**config.mk**
```make
export PLATFORM = sky130hd
export DESIGN_NAME = cop0_exception_unit
export DESIGN_NICKNAME = d
export VERILOG_FILES = /design/src/rtl/cop0_exception_unit_pkg.sv /design/src/rtl/cop0_exc_prioritizer.sv /design/src/rtl/cop0_exception_unit.sv
export SDC_FILE = /design/constraint.sdc
export NUM_CORES = 1
export LEC_CHECK = 0
export CAP_MARGIN = 20
export CORE_ASPECT_RATIO = 0.75
export CORE_MARGIN = 8
export CORE_UTILIZATION = 25
export DETAILED_ROUTE_END_ITERATION = 12
export SYNTH_ARGS = -nofsm -noshare
export SYNTH_HDL_FRONTEND = slang
export SYNTH_SLANG_ARGS = --single-unit
```
**constraint.sdc**
```tcl
create_clock -name i_clk -period 2.1 [get_ports i_clk]
set_input_delay 0.42 -clock i_clk [delete_from_list [all_inputs] [get_ports i_clk]]
set_output_delay 0.42 -clock i_clk [all_outputs]
set_load 0.02 [all_outputs]
```
**src/rtl/cop0_exception_unit_pkg.sv**
```systemverilog
// Shared definitions for the coprocessor-0 exception unit: register numbers,
// exception codes and the prioritizer result bundle.
package cop0_exception_unit_pkg;

    localparam logic [4:0] COP0_STATUS = 5'd12;
    localparam logic [4:0] COP0_CAUSE  = 5'd13;
    localparam logic [4:0] COP0_EPC    = 5'd14;

    localparam logic [4:0] EXC_INT = 5'd0;
    localparam logic [4:0] EXC_RI  = 5'd10;
    localparam logic [4:0] EXC_OV  = 5'd12;

    localparam int unsigned STATUS_IE  = 0;
    localparam int unsigned STATUS_EXL = 1;

    typedef struct packed {
        logic        taken;
        logic [31:0] pc;
        logic [4:0]  exc_code;
    } exc_req_t;

endpackage

```
**src/rtl/cop0_exc_prioritizer.sv**
```systemverilog
// Combinational priority encoder: picks the highest-priority qualified request
// and the PC/ExcCode that go with it.
module cop0_exc_prioritizer
    import cop0_exception_unit_pkg::*;
(
    input  logic        overflow,
    input  logic        illegal,
    input  logic        interrupt,
    input  logic        ie,
    input  logic        exl,
    input  logic [31:0] pc_execute,
    input  logic [31:0] pc_decode,
    input  logic [31:0] pc_fetch,
    output exc_req_t    req
);

    always_comb begin
        req = '{taken: 1'b0, pc: 32'h0, exc_code: EXC_INT};
        // EXL masks everything; masked requests are simply dropped.
        if (!exl) begin
            if (overflow) begin
                req = '{taken: 1'b1, pc: pc_execute, exc_code: EXC_OV};
            end else if (illegal) begin
                req = '{taken: 1'b1, pc: pc_decode, exc_code: EXC_RI};
            end else if (interrupt && ie) begin
                req = '{taken: 1'b1, pc: pc_fetch, exc_code: EXC_INT};
            end
        end
    end

endmodule

```
**src/rtl/cop0_exception_unit.sv**
```systemverilog
// MIPS coprocessor-0: Status/Cause/EPC registers, exception entry, eret and
// mtc0/mfc0 access for the 5-stage pipeline.
module cop0_exception_unit
    import cop0_exception_unit_pkg::*;
#(
    parameter logic [31:0] HANDLER_ADDR = 32'h0000_0080,
    parameter logic [31:0] STATUS_RST   = 32'h0000_0001
) (
    input  logic        i_clk,
    input  logic        i_rst_n,
    input  logic        i_arithmetic_overflow,
    input  logic        i_unknown_command,
    input  logic        i_unknown_func,
    input  logic        i_external_interrupt,
    input  logic [31:0] i_data,
    input  logic [4:0]  i_address,
    input  logic [31:0] i_pc_to_epc_from_execute,
    input  logic [31:0] i_pc_to_epc_from_decode,
    input  logic [31:0] i_pc_to_epc_from_fetch,
    input  logic        i_mtc0,
    input  logic        i_eret,
    output logic [31:0] o_epc_to_pc,
    output logic        o_exeption,
    output logic [31:0] o_handler_address,
    output logic [31:0] o_data
);

    logic [31:0] status_q, status_d;
    logic [4:0]  exc_code_q, exc_code_d;
    logic [31:0] epc_q, epc_d;
    exc_req_t    req;

    cop0_exc_prioritizer u_prioritizer (
        .overflow   (i_arithmetic_overflow),
        .illegal    (i_unknown_command | i_unknown_func),
        .interrupt  (i_external_interrupt),
        .ie         (status_q[STATUS_IE]),
        .exl        (status_q[STATUS_EXL]),
        .pc_execute (i_pc_to_epc_from_execute),
        .pc_decode  (i_pc_to_epc_from_decode),
        .pc_fetch   (i_pc_to_epc_from_fetch),
        .req        (req)
    );

    assign o_exeption        = req.taken & i_rst_n;
    assign o_epc_to_pc       = epc_q;
    assign o_handler_address = HANDLER_ADDR;

    // Order matters: mtc0 first, then eret clears EXL, then exception entry overrides all.
    always_comb begin
        status_d   = status_q;
        exc_code_d = exc_code_q;
        epc_d      = epc_q;
        if (i_mtc0) begin
            unique case (i_address)
                COP0_STATUS: status_d   = i_data;
                COP0_CAUSE:  exc_code_d = i_data[6:2];
                COP0_EPC:    epc_d      = i_data;
                default: ;
            endcase
        end
        if (i_eret) begin
            status_d[STATUS_EXL] = 1'b0;
        end
        if (req.taken) begin
            status_d[STATUS_EXL] = 1'b1;
            exc_code_d           = req.exc_code;
            epc_d                = req.pc;
        end
    end

    always_ff @(posedge i_clk or negedge i_rst_n) begin
        if (!i_rst_n) begin
            status_q   <= STATUS_RST;
            exc_code_q <= EXC_INT;
            epc_q      <= 32'h0;
        end else begin
            status_q   <= status_d;
            exc_code_q <= exc_code_d;
            epc_q      <= epc_d;
        end
    end

    always_comb begin
        o_data = 32'h0;
        unique case (i_address)
            COP0_STATUS: o_data = status_q;
            COP0_CAUSE:  o_data = {25'h0, exc_code_q, 2'b00};
            COP0_EPC:    o_data = epc_q;
            default: ;
        endcase
    end

endmodule

```
After elaboration in Yosys (flattened, before gate mapping)
Index checks and enable logic that the tools add are counted. W data, S select, Z words.

Register bits after elaboration: 69. Output and inout bits: 97. Bits of input ports: 141. Logic and storage cells: 34.

Bitwise gates (word level): 2. Muxes and demuxes: 15. Equality and inequality tests: 3. Reduce and logical (&&, ||, !) cells: 10.

Operator list (count): $mux W38 (4); $mux W32 (3); $pmux W32 S3 (1); $eq A5 B4 Y1 const B (3); $mux W5 (3); $reduce_and A2 Y1 (4); $reduce_bool A2 Y1 (3); $reduce_bool A3 Y1 (2); $mux W2 (2); $mux W1 (2); $and A1 B1 Y1 (1); $logic_and A1 B1 Y1 (1); $or A1 B1 Y1 (1).

Longest topological paths before layout
Gate-level depths: netlist (run 1).

Word-level depth: 7. Mapped depth: 7. Gate-level depth less buffers: 4.

Hierarchy
From an unflattened synthesis (run 1), not the netlist that was laid out.

Cells, all modules: 460. Area, all modules: 4520.6 µm².

By module, submodules not included: cop0_exception_unit (cells each 375, area each 3858.7 µm², times used 1); cop0_exc_prioritizer (cells each 85, area each 661.9 µm², times used 1).

Worst setup path before layout (run 1)
OpenSTA, ideal clock, no wires.

Path type: input -> output. Start: input port i_address[1]. End: output port o_data[0]. Path buffers: 2. Arrival: 1.617 ns. Slack: 0.063 ns. Stages on the path: 4. Cell sequence: clkbuf_1 -> buf_1 -> mux2i_1 -> nor2_1.

Cells in the longest elaborated chain, start to end: 2.

Ends and longest elaborated chain: from (decl) (RTL line cop0_exception_unit.sv:16) `input logic [4:0] i_address,`; $eq A5 B4 Y1 (RTL line cop0_exception_unit.sv:86) `unique case (i_address)`; $pmux W32 S3 * (RTL line cop0_exception_unit.sv:86); to (decl) (RTL line cop0_exception_unit.sv:25) `output logic [31:0] o_data`.

Every way passes the cells marked *; elsewhere a longest branch is shown, timed or not.

Worst setup path after layout (run 1)
Start: input port i_unknown_func. End: register epc_q[0] (netlist: o_epc_to_pc[0]).

Cells in the longest elaborated chain, start to end: 6.

Ends and longest elaborated chain: from (decl) (RTL line cop0_exception_unit.sv:13) `input logic i_unknown_func,`; $or A1 B1 Y1 * (RTL line cop0_exception_unit.sv:35) `.illegal (i_unknown_command | i_unknown_func),`; $mux W38 * (RTL line cop0_exc_prioritizer.sv:23) `end else if (illegal) begin`; $mux W38 * (RTL line cop0_exc_prioritizer.sv:21) `if (overflow) begin`; $mux W38 * (RTL line cop0_exc_prioritizer.sv:20) `if (!exl) begin`; $reduce_bool A2 Y1 (no source line); $reduce_and A2 Y1 (no source line); to (signal assigned) (RTL line cop0_exception_unit.sv:80) `epc_q <= epc_d;`; to (decl) (RTL line cop0_exception_unit.sv:30) `logic [31:0] epc_q, epc_d;`.

Marks and branches as above. A chain may end at the register's enable or synchronous reset.

==> results_tabular.tex, run 1 <==
\begin{tabular}{lr}
\hline
Metric & Value \\
\hline
\multicolumn{2}{l}{\textbf{Min path}} \\
\quad Min-Delay Path Class & input port to asynchronous set/reset pin \\
\multicolumn{2}{l}{\textbf{Synth}} \\
\quad Post-synthesis sequential area ratio & 42.5\% \\
\quad Most common library cells after synthesis & dfrtp\_1, mux2i\_1, o21ai\_0 \\
\quad Number of synthesized flops with an enable pin & 0 \\
\quad Register bit total from synthesis & 69 \\
\quad Most used flip-flop cell after synthesis & dfrtp\_1 \\
\quad Post-synthesis cell count & 364 \\
\quad Number of warnings printed during yosys synthesis & 0 \\
\quad Proportion of register bits with asynchronous set or reset after synthesis & 100\% \\
\quad Leading cell types by total area after synthesis & dfrtp\_1, mux2i\_1, mux2\_4 \\
\quad Most common cell in the synthesized netlist & dfrtp\_1 \\
\quad Most area-hungry cell type in the Yosys netlist & dfrtp\_1 \\
\quad Mapped Area & 4060 um2 \\
\quad Share of Yosys cell area claimed by the top area cell type & 41.9\% \\
\quad Count of cell types in the netlist & 30 \\
\quad Average cell area after synthesis & 11.2 um2 \\
\multicolumn{2}{l}{\textbf{Worst setup path}} \\
\quad CP dominant cell by count & buf\_4 \\
\quad Buffering stage count on the worst path with inverters included & 4 \\
\quad Worst path top cell family by delay & buffers and inverters \\
\quad Biggest fanout along the worst timing path & 12 \\
\quad Arrival time reported for the critical path endpoint & 2.20 ns \\
\quad Kind of start point of the critical path & input port \\
\quad Path type of the worst setup path & input port to flop \\
\quad Cell with the largest stage delay on the worst path & clkdlybuf4s50\_1 \\
\quad Worst path max stage delay & 0.51 ns \\
\quad Crit path required time & 2.29 ns \\
\quad Crit path cell chain & clkdlybuf4s50\_1 -> nor3\_2 -> buf\_4 -> buf\_4 -> nor3b\_4 -> buf\_12 -> a222oi\_1 -> o21ai\_0 \\
\quad Endpoint class of the critical path & flop \\
\multicolumn{2}{l}{\textbf{Global routing}} \\
\quad Largest net degree at the start of global routing & 70 \\
\quad Initial antenna violation count & 0 \\
\quad Global routing met2 resource utilization & 26.3\% \\
\quad Total GRT Usage & 15.8\% \\
\quad Met1 demand-to-capacity share in global routing & 19.2\% \\
\quad Number of global-route vias before repair & 4364 \\
\quad Most utilized layer in the global route result & met2 \\
\quad First-pass GRT wire length & 25500 um \\
\quad Global routing met3 resource utilization & 6.24\% \\
\quad Total overflow reported by the global router & 0 \\
\multicolumn{2}{l}{\textbf{Clocking}} \\
\quad Clock tree from TritonCTS & done \\
\quad Number of H-tree levels & 3 \\
\quad Number of clock buffers inserted by TritonCTS & 9 \\
\quad Root Buffer Master & clkbuf\_16 \\
\quad Reg clk slew, reported paths & 0.06 ns \\
\quad CTS sink cnt & 69 \\
\quad Clock latency on the worst-skew pair & 0.33 ns \\
\quad Clk buf depth & 2 \\
\multicolumn{2}{l}{\textbf{Timing}} \\
\quad Final Max Tran Viols & 0 \\
\quad Max Fclk & 496 MHz \\
\quad Finish-stage setup viols & 0 \\
\quad Clock period minus final worst setup slack & 2.01 ns \\
\quad Slew HR & 37.7\% \\
\quad Worst Skew & 0.00622 ns \\
\quad Actual transition at the worst max-transition pin & 0.935 ns \\
\quad Final cycle utilization of the critical path & 95.9\% \\
\quad Hold\_ws & 0.332 ns \\
\quad Number of endpoints with negative hold slack in the final report & 0 \\
\quad Smallest setup slack after layout & 0.0854 ns \\
\multicolumn{2}{l}{\textbf{Drt}} \\
\quad Routed via count & 3773 \\
\quad Iteration-0 DRC count of the detailed router & 264 \\
\quad Avg Vias per Cell & 4.77 \\
\quad Final WL & 16700 um \\
\quad Mean routed wirelength per cell & 21.2 um \\
\quad Post-DRT Antenna Nets & 0 \\
\quad Number of iterations in the first detailed-routing pass & 6 \\
\quad Residual DRC & 0 \\
\multicolumn{2}{l}{\textbf{Placed design}} \\
\quad GP Congestion & 0.745 \\
\quad Total of buffers placed on input and output ports & 205 \\
\quad Total half-perimeter wirelength after legalization and detailed placement & 11700 um \\
\quad Worst setup slack before clock tree synthesis & -0.567 ns \\
\multicolumn{2}{l}{\textbf{Pwr}} \\
\quad Power consumption & 6470 uW \\
\quad Sequential share of power & 33.2\% \\
\quad Net switching component of the power & 2330 uW \\
\quad Total power divided by cell area & 950 nW/um2 \\
\quad Static leakage & 0.00295 uW \\
\quad Switching portion of total power & 36.0\% \\
\quad Worst voltage drop across the vdd grid & 383 uV \\
\quad Clk pwr share & 24.4\% \\
\quad Internal Dissipation & 4140 uW \\
\quad Combinational share of power & 42.4\% \\
\multicolumn{2}{l}{\textbf{Layout}} \\
\quad Final net count & 717 \\
\quad Core occupancy in the finished layout & 42.7\% \\
\quad Area occupied by registers & 1730 um2 \\
\quad Fraction of final layout cells sized beyond drive strength 1 & 21.9\% \\
\quad Footprint of the multi-input gates & 2160 um2 \\
\quad Area Growth Syn to Fin & 67.7\% \\
\quad Fillcell total & 1512 \\
\quad Diode count & 0 \\
\multicolumn{2}{l}{\textbf{Floorplanning}} \\
\quad Y dimension of the die & 126 um \\
\quad Boundary Pins & 238 \\
\quad Total Die Area & 20600 um2 \\
\quad Placeable core area & 16000 um2 \\
\quad Initial standard-cell utilization of the core & 25.5\% \\
\quad Die width & 163 um \\
\quad Rows & 40 \\
\multicolumn{2}{l}{\textbf{Outcome}} \\
\quad Outcome & finished, final reports clean \\
\multicolumn{2}{l}{\textbf{Run}} \\
\quad Max-cap check violation count & 0 \\
\hline
\end{tabular}
placed cells by master (no fill, tap or decap), types with 2 or more instances in the layout:
master           synthesis  routed
dfrtp_1                 68      68
dlygate4sd2_1            0       4
buf_2                    6      24
clkbuf_8                 0       2
mux2_2                   2       2
nor3_1                   5       3
nor3_2                   1       3
clkdlybuf4s15_2          0       3
clkinvlp_4               0       2
buf_6                    3       4
mux2i_1                 67      67
a222oi_1                32      32
clkdlybuf4s50_1          0     166
o21bai_1                 2       2
nor2_4                   0       6
clkbuf_16                0       9
o21ai_0                 37      32
nand2_1                  8       8
buf_12                   0      10
nor2_1                  33      28
a221oi_1                 2       2
inv_1                    2       2
buf_4                   32      18
mux2_4                  29      29
o21ai_1                  0       5
buf_16                   0       3
conb_1                   2      32
path summary, 6_finish.rpt:
kind,from,endpoint,slack [ns],cells past startpoint
min in group i_clk,status_q[4],status_q[4],0.51,1
worst min-delay path,i_rst_n,exc_code_q[0],0.33,2
max in group asynchronous,i_rst_n,status_q[17],1.18,2
worst max-delay path,i_unknown_func,o_epc_to_pc[0],0.09,8
worst max register to register,status_q[0],exc_code_q[2],0.42,5
worst min register to register,status_q[4],status_q[4],0.51,1
stage by stage:
stage / setup TNS (ns) / cell area (um2) / instances
floorplan: 0 / 4180 / 394
global placement: -30.48 / 6430 / 770
detailed placement: -33.99 / 6430 / 770
CTS: 0 / 6820 / 791
global route: -0.00760 / 6820 / 791
finish: 0 / 6820 / 791
flip-flops by register name, summed over array words and instances, names as in the netlist:
signal       count
o_epc_to_pc     32
status_q        32
exc_code_q       5
cell families after synthesis:
| group | share of synthesized area (%) |
|---|---|
| simple gates | 6.44 |
| other cells | 0.185 |
| buf+inv | 9.61 |
| mux | 27.8 |
| compound gates | 13.5 |
| flops | 42.5 |
what timing repair did:
action | CTS | global route
hold endpoints to repair | 0 | 0
gates cloned | 4 | 0
pin swaps | 1 | 1
resized for setup | 169 | 2
hold buffers | 0 | 0
endpoints found under the setup margin | 65 | 2
buffers inserted | 1 | 0
power by group through the flow:
stage               clock [uW]  combinational, uW  sequential (uW)
global route              1690               2960             2210
floorplan                    0               1060             2430
finish                    1580               2750             2150
CTS                       1620               2770             2150
detailed placement           0               2740             2160
global placement             0               2690             2140
per-layer routing:
metal / up-vias / wire (um) / share of wire [%]
li1: 1724 / - / -
met1: 1883 / 7280 / 43
met2: 159 / 7990 / 48
met3: 7 / 1380 / 8.2
met4: 0 / 107 / 0.64
met5: - / 0 / 0
area by class of cell:
| type | instances | share of cell area (%) |
|---|---|---|
| clock buffer | 11 | 3.71 |
| clock inverter | 5 | 0.863 |
| inverter | 2 | 0.110 |
| multi-input combinational | 261 | 31.7 |
| sequential | 69 | 25.4 |
| tap | 210 | 3.86 |
| timing repair buffer | 233 | 34.4 |
No activity file was read; power rests on OpenSTA's default activity.
==> run 2, diff against run 1 <==
Settings changed: PLACE_DENSITY from default to 0.58.
==> results_tabular.tex, run 2 (synthesis gave the netlist of run 1 again) <==
\begin{tabular}{lr}
\hline
Metric & Value \\
\hline
\multicolumn{2}{l}{\textbf{Outcome}} \\
\quad Outcome & finished, final reports clean \\
\multicolumn{2}{l}{\textbf{Worst setup path}} \\
\quad Endpoint class of the critical path & output port \\
\quad Kind of start point of the critical path & input port \\
\quad Arrival time reported for the critical path endpoint & 1.65 ns \\
\quad Biggest fanout along the worst timing path & 9 \\
\quad Worst Reg2Reg Path Length in Cells & 5 \\
\quad Start of the worst register-to-register path & status\_q[0] \\
\quad Register-to-register path setup slack & 0.41 ns \\
\quad Path type of the worst setup path & input port to output port \\
\quad R2r endpoint & exc\_code\_q[1] \\
\quad Crit path required time & 1.68 ns \\
\multicolumn{2}{l}{\textbf{Drt}} \\
\quad Number of iterations in the first detailed-routing pass & 9 \\
\quad Post-DRT Antenna Nets & 0 \\
\quad Routed via count & 3743 \\
\quad Iteration-0 DRC count of the detailed router & 247 \\
\quad Mean routed wirelength per cell & 20.6 um \\
\quad Residual DRC & 0 \\
\quad Avg Vias per Cell & 4.68 \\
\quad Final WL & 16400 um \\
\multicolumn{2}{l}{\textbf{Floorplanning}} \\
\quad Total Die Area & 20600 um2 \\
\quad Die width & 163 um \\
\quad Boundary Pins & 238 \\
\quad Initial standard-cell utilization of the core & 25.5\% \\
\quad Y dimension of the die & 126 um \\
\quad Placeable core area & 16000 um2 \\
\quad Rows & 40 \\
\multicolumn{2}{l}{\textbf{Clocking}} \\
\quad Root Buffer Master & clkbuf\_16 \\
\quad Clk buf depth & 2 \\
\quad Number of clock buffers inserted by TritonCTS & 9 \\
\quad Clock latency on the worst-skew pair & 0.32 ns \\
\quad CTS sink cnt & 69 \\
\quad Clock tree from TritonCTS & done \\
\quad Number of H-tree levels & 3 \\
\quad Reg clk slew, reported paths & 0.06 ns \\
\quad Hold bufs inserted after CTS & 0 \\
\multicolumn{2}{l}{\textbf{Placed design}} \\
\quad Total half-perimeter wirelength after legalization and detailed placement & 11500 um \\
\quad Worst setup slack before clock tree synthesis & -0.561 ns \\
\quad Total of buffers placed on input and output ports & 205 \\
\quad GP Congestion & 0.755 \\
\multicolumn{2}{l}{\textbf{Timing}} \\
\quad Max Fclk & 484 MHz \\
\quad Slew HR & 39.4\% \\
\quad Actual transition at the worst max-transition pin & 0.909 ns \\
\quad Worst Skew & 0.00449 ns \\
\quad Final Max Tran Viols & 0 \\
\quad Unrepaired setup endpoints after global routing & no \\
\quad Sum of negative setup slack & 0 ns \\
\quad Number of endpoints with negative hold slack in the final report & 0 \\
\quad Clock period minus final worst setup slack & 2.07 ns \\
\quad Smallest setup slack after layout & 0.0335 ns \\
\quad Final cycle utilization of the critical path & 98.4\% \\
\quad Finish-stage setup viols & 0 \\
\multicolumn{2}{l}{\textbf{Layout}} \\
\quad Fraction of final layout cells sized beyond drive strength 1 & 21.9\% \\
\quad Fillcell total & 1550 \\
\quad Final net count & 725 \\
\quad Diode count & 0 \\
\quad Leading cell types in the layout, fill and taps excluded & clkdlybuf4s50\_1, dfrtp\_1, mux2i\_1 \\
\quad Most frequent standard cell in the layout excluding fill and tap cells & clkdlybuf4s50\_1 \\
\quad Area Growth Syn to Fin & 67.2\% \\
\multicolumn{2}{l}{\textbf{Global routing}} \\
\quad Total GRT Usage & 15.4\% \\
\quad Total overflow reported by the global router & 0 \\
\quad Initial antenna violation count & 0 \\
\quad Largest net degree at the start of global routing & 70 \\
\quad First-pass GRT wire length & 24800 um \\
\quad Number of global-route vias before repair & 4281 \\
\multicolumn{2}{l}{\textbf{Run}} \\
\quad Max-cap check violation count & 0 \\
\multicolumn{2}{l}{\textbf{Pwr}} \\
\quad Power consumption & 6390 uW \\
\quad Static leakage & 0.00297 uW \\
\quad Worst voltage drop across the vdd grid & 420 uV \\
\quad Total power divided by cell area & 940 nW/um2 \\
\multicolumn{2}{l}{\textbf{Min path}} \\
\quad Min-Delay Path Class & input port to asynchronous set/reset pin \\
\hline
\end{tabular}
run 2: cell types whose count changed in the layout (fill, tap and decap cells not counted), moves of 2 or more:
cell,delta
buf_12,-2
buf_2,+3
buf_4,+8
buf_6,-2
clkbuf_1,+2
nor2_1,+5
nor2_4,-5
o21ai_0,+2
o21ai_1,-3
run 2: through the flow:
stage          hold WS (ns)  std cells  utilization [%]  cell area, um2
4_1_cts               0.371        799             42.7            6810
5_1_grt               0.424        799             42.6            6800
2_1_floorplan         0.124        394                -            4180
3_5_place_dp          0.496        773             40.3            6440
3_3_place_gp          0.489        773             40.3            6440
6_report              0.327        799             42.6            6800
run 2: what timing repair did:
item,in CTS,in global routing
endpoints found under the setup margin,65,14
gates resized for setup,147,7
setup buffers,6,0
gates cloned,4,0
pin swaps,3,1
run 2: worst max path at each step:
stage | startpoint | to | cells past startpoint
2_1_floorplan | i_address[1] | o_data[0] | 4
3_3_place_gp | i_address[0] | o_data[4] | 5
3_5_place_dp | i_address[0] | o_data[2] | 5
4_1_cts | i_address[0] | o_data[28] | 6
5_1_grt | i_address[4] | o_data[28] | 6
6_report | i_address[4] | o_data[28] | 6
run 2: final cells by class:
type | count | area, um2 | area share, %
timing repair buffer | 241 | 2370 | 34.9
multi-input combinational | 261 | 2130 | 31.4
sequential | 69 | 1730 | 25.4
tap | 210 | 263 | 3.87
clock buffer | 12 | 246 | 3.63
clock inverter | 4 | 47.5 | 0.700
inverter | 2 | 7.51 | 0.110
run 2: metal layers:
metal  vias to the layer above  GRT usage, %  wire length [um]
li1                       1735             -                 -
met1                      1818          19.3              7270
met2                       180          25.8              7760
met3                        10          4.82              1330
met4                         0          2.69                91
met5                         -             0                 0
run 2: report_power, final:
group	switching, uW	internal [uW]
clock network	573	949
registers	354	1790
logic	1350	1370
run 2: critical path, stage by stage:
cell,delay [ns]
dlygate4sd2_1,0.24
nand4bb_4,0.28
buf_4,0.19
buf_12,0.14
nor2_1,0.11
clkdlybuf4s15_2,0.27
==> run 3, diff against run 2 <==
Settings changed: CORE_MARGIN 8 to 2.
==> results_tabular.tex, run 3 (synthesis gave the netlist of run 1 again) <==
\begin{tabular}{lr}
\hline
Metric & Value \\
\hline
\multicolumn{2}{l}{\textbf{Pwr}} \\
\quad Switching portion of total power & 35.4\% \\
\quad Total power divided by cell area & 929 nW/um2 \\
\quad Worst voltage drop across the vdd grid & 451 uV \\
\quad Internal Dissipation & 4030 uW \\
\quad Sequential share of power & 34.4\% \\
\quad Combinational share of power & 43.0\% \\
\quad Net switching component of the power & 2210 uW \\
\quad Static leakage & 0.00292 uW \\
\quad Clk pwr share & 22.5\% \\
\multicolumn{2}{l}{\textbf{Floorplanning}} \\
\quad Die width & 151 um \\
\quad Total Die Area & 17300 um2 \\
\quad Initial standard-cell utilization of the core & 25.5\% \\
\quad Boundary Pins & 238 \\
\quad Y dimension of the die & 114 um \\
\quad Rows & 40 \\
\quad Placeable core area & 16000 um2 \\
\multicolumn{2}{l}{\textbf{Worst setup path}} \\
\quad Path type of the worst setup path & input port to flop \\
\quad Kind of start point of the critical path & input port \\
\quad Arrival time reported for the critical path endpoint & 2.30 ns \\
\quad Endpoint class of the critical path & flop \\
\quad Biggest fanout along the worst timing path & 19 \\
\quad Crit path required time & 2.32 ns \\
\multicolumn{2}{l}{\textbf{Placed design}} \\
\quad GP Congestion & 0.740 \\
\quad Total half-perimeter wirelength after legalization and detailed placement & 9910 um \\
\quad Total of buffers placed on input and output ports & 205 \\
\quad \# placed instances & 772 \\
\multicolumn{2}{l}{\textbf{Drt}} \\
\quad Final WL & 14100 um \\
\quad Post-DRT Antenna Nets & 0 \\
\quad Avg Vias per Cell & 4.68 \\
\quad Post-route met1 wirelength & 6440 um \\
\quad Highest layer used for signal routing & met4 \\
\quad Residual DRC & 0 \\
\quad Iteration-0 DRC count of the detailed router & 233 \\
\quad Met2 wirelength from detailed routing & 6480 um \\
\quad Number of iterations in the first detailed-routing pass & 5 \\
\quad Mean routed wirelength per cell & 17.7 um \\
\quad Routed via count & 3719 \\
\quad Met3 WL & 1070 um \\
\multicolumn{2}{l}{\textbf{Layout}} \\
\quad Most frequent standard cell in the layout excluding fill and tap cells & clkdlybuf4s50\_1 \\
\quad Post-route non-filler standard cell count & 795 \\
\quad Core occupancy in the finished layout & 42.0\% \\
\quad Area Growth Syn to Fin & 65.2\% \\
\quad Diode count & 0 \\
\quad Final net count & 721 \\
\quad Fillcell total & 1541 \\
\quad Leading cell types in the layout, fill and taps excluded & clkdlybuf4s50\_1, dfrtp\_1, mux2i\_1 \\
\quad Fraction of final layout cells sized beyond drive strength 1 & 21.9\% \\
\multicolumn{2}{l}{\textbf{Clocking}} \\
\quad Clock latency on the worst-skew pair & 0.33 ns \\
\quad Number of clock buffers inserted by TritonCTS & 9 \\
\quad Root Buffer Master & clkbuf\_16 \\
\quad Number of H-tree levels & 3 \\
\quad Clock tree from TritonCTS & done \\
\quad CTS sink cnt & 69 \\
\quad Clk buf depth & 2 \\
\quad Reg clk slew, reported paths & 0.05 ns \\
\multicolumn{2}{l}{\textbf{Timing}} \\
\quad Max Fclk & 479 MHz \\
\quad Worst Skew & 0.00440 ns \\
\quad Finish-stage setup viols & 0 \\
\quad Slew HR & 38.9\% \\
\quad Final cycle utilization of the critical path & 99.4\% \\
\quad Number of endpoints with negative hold slack in the final report & 0 \\
\quad Sum of negative setup slack & 0 ns \\
\quad Unrepaired setup endpoints after global routing & yes \\
\quad Clock period minus final worst setup slack & 2.09 ns \\
\quad Final Max Tran Viols & 0 \\
\quad Actual transition at the worst max-transition pin & 0.917 ns \\
\quad Hold\_ws & 0.327 ns \\
\multicolumn{2}{l}{\textbf{Global routing}} \\
\quad Total overflow reported by the global router & 0 \\
\quad Largest net degree at the start of global routing & 70 \\
\quad First-pass GRT wire length & 21300 um \\
\quad Number of global-route vias before repair & 3837 \\
\quad Initial antenna violation count & 0 \\
\quad Total GRT Usage & 16.2\% \\
\multicolumn{2}{l}{\textbf{Run}} \\
\quad Max-cap check violation count & 0 \\
\multicolumn{2}{l}{\textbf{Min path}} \\
\quad Min-Delay Path Class & input port to asynchronous set/reset pin \\
\multicolumn{2}{l}{\textbf{Outcome}} \\
\quad Outcome & finished, final reports clean \\
\hline
\end{tabular}
[run 3: path summary, 6_finish.rpt]
check / startpoint / endpoint / slack, ns / depth (start not counted)
worst max-delay path: i_address[4] / status_q[16] / 0.01 / 7
worst min-delay path: i_rst_n / o_epc_to_pc[0] / 0.33 / 2
worst max register to register: status_q[0] / exc_code_q[1] / 0.42 / 5
worst min register to register: status_q[4] / status_q[4] / 0.51 / 1
max in group asynchronous: i_rst_n / o_epc_to_pc[19] / 1.19 / 2
min in group i_clk: status_q[4] / status_q[4] / 0.51 / 1
[run 3: what timing repair did]
action	CTS	global route
setup endpoints to repair	65	16
hold buffers	0	0
pin swaps	4	1
cloned	1	0
resized for setup	142	24
setup buffers	6	0
[run 3: area by class of cell]
cell class / instances / area [um2] / share of cell area (%)
Clock inverter: 1 / 5.00 / 0.0746
Tap cell: 210 / 263 / 3.91
Timing Repair Buffer: 237 / 2300 / 34.3
Inverter: 2 / 7.51 / 0.112
Multi-Input combinational cell: 261 / 2140 / 31.9
Sequential cell: 69 / 1730 / 25.7
Clock buffer: 15 / 268 / 3.99
[run 3: critical path, cell delays in order]
cell	delay, ns
dlygate4sd2_1	0.24
nand4bb_4	0.30
buf_16	0.19
buf_4	0.19
or3b_4	0.45
buf_12	0.18
mux2_4	0.31
[run 3: metal layers]
layer  up-vias  GRT usage (%)
met1      1809           21.5
met2       172           26.1
met4         0           3.30
li1       1733              -
met5         -              0
met3         5           5.06
[run 3: power groups by stage]
stage                     logic [uW]  clock network [uW]  registers (uW)
after floorplan                 1060                   0            2430
after global placement          2680                   0            2130
after detailed placement        2700                   0            2150
after CTS                       2710                1470            2140
after global routing            2890                1520            2210
final                           2680                1400            2150
[run 3: per-stage QoR]
stage	instance area [um2]	power, uW	setup slack, ns
5_1_grt	6710	6630	-0.00857
6_report	6710	6240	0.0133
3_3_place_gp	6450	4810	-0.502
2_1_floorplan	4180	3490	0.0633
4_1_cts	6720	6320	0.00563
3_5_place_dp	6450	4850	-0.514
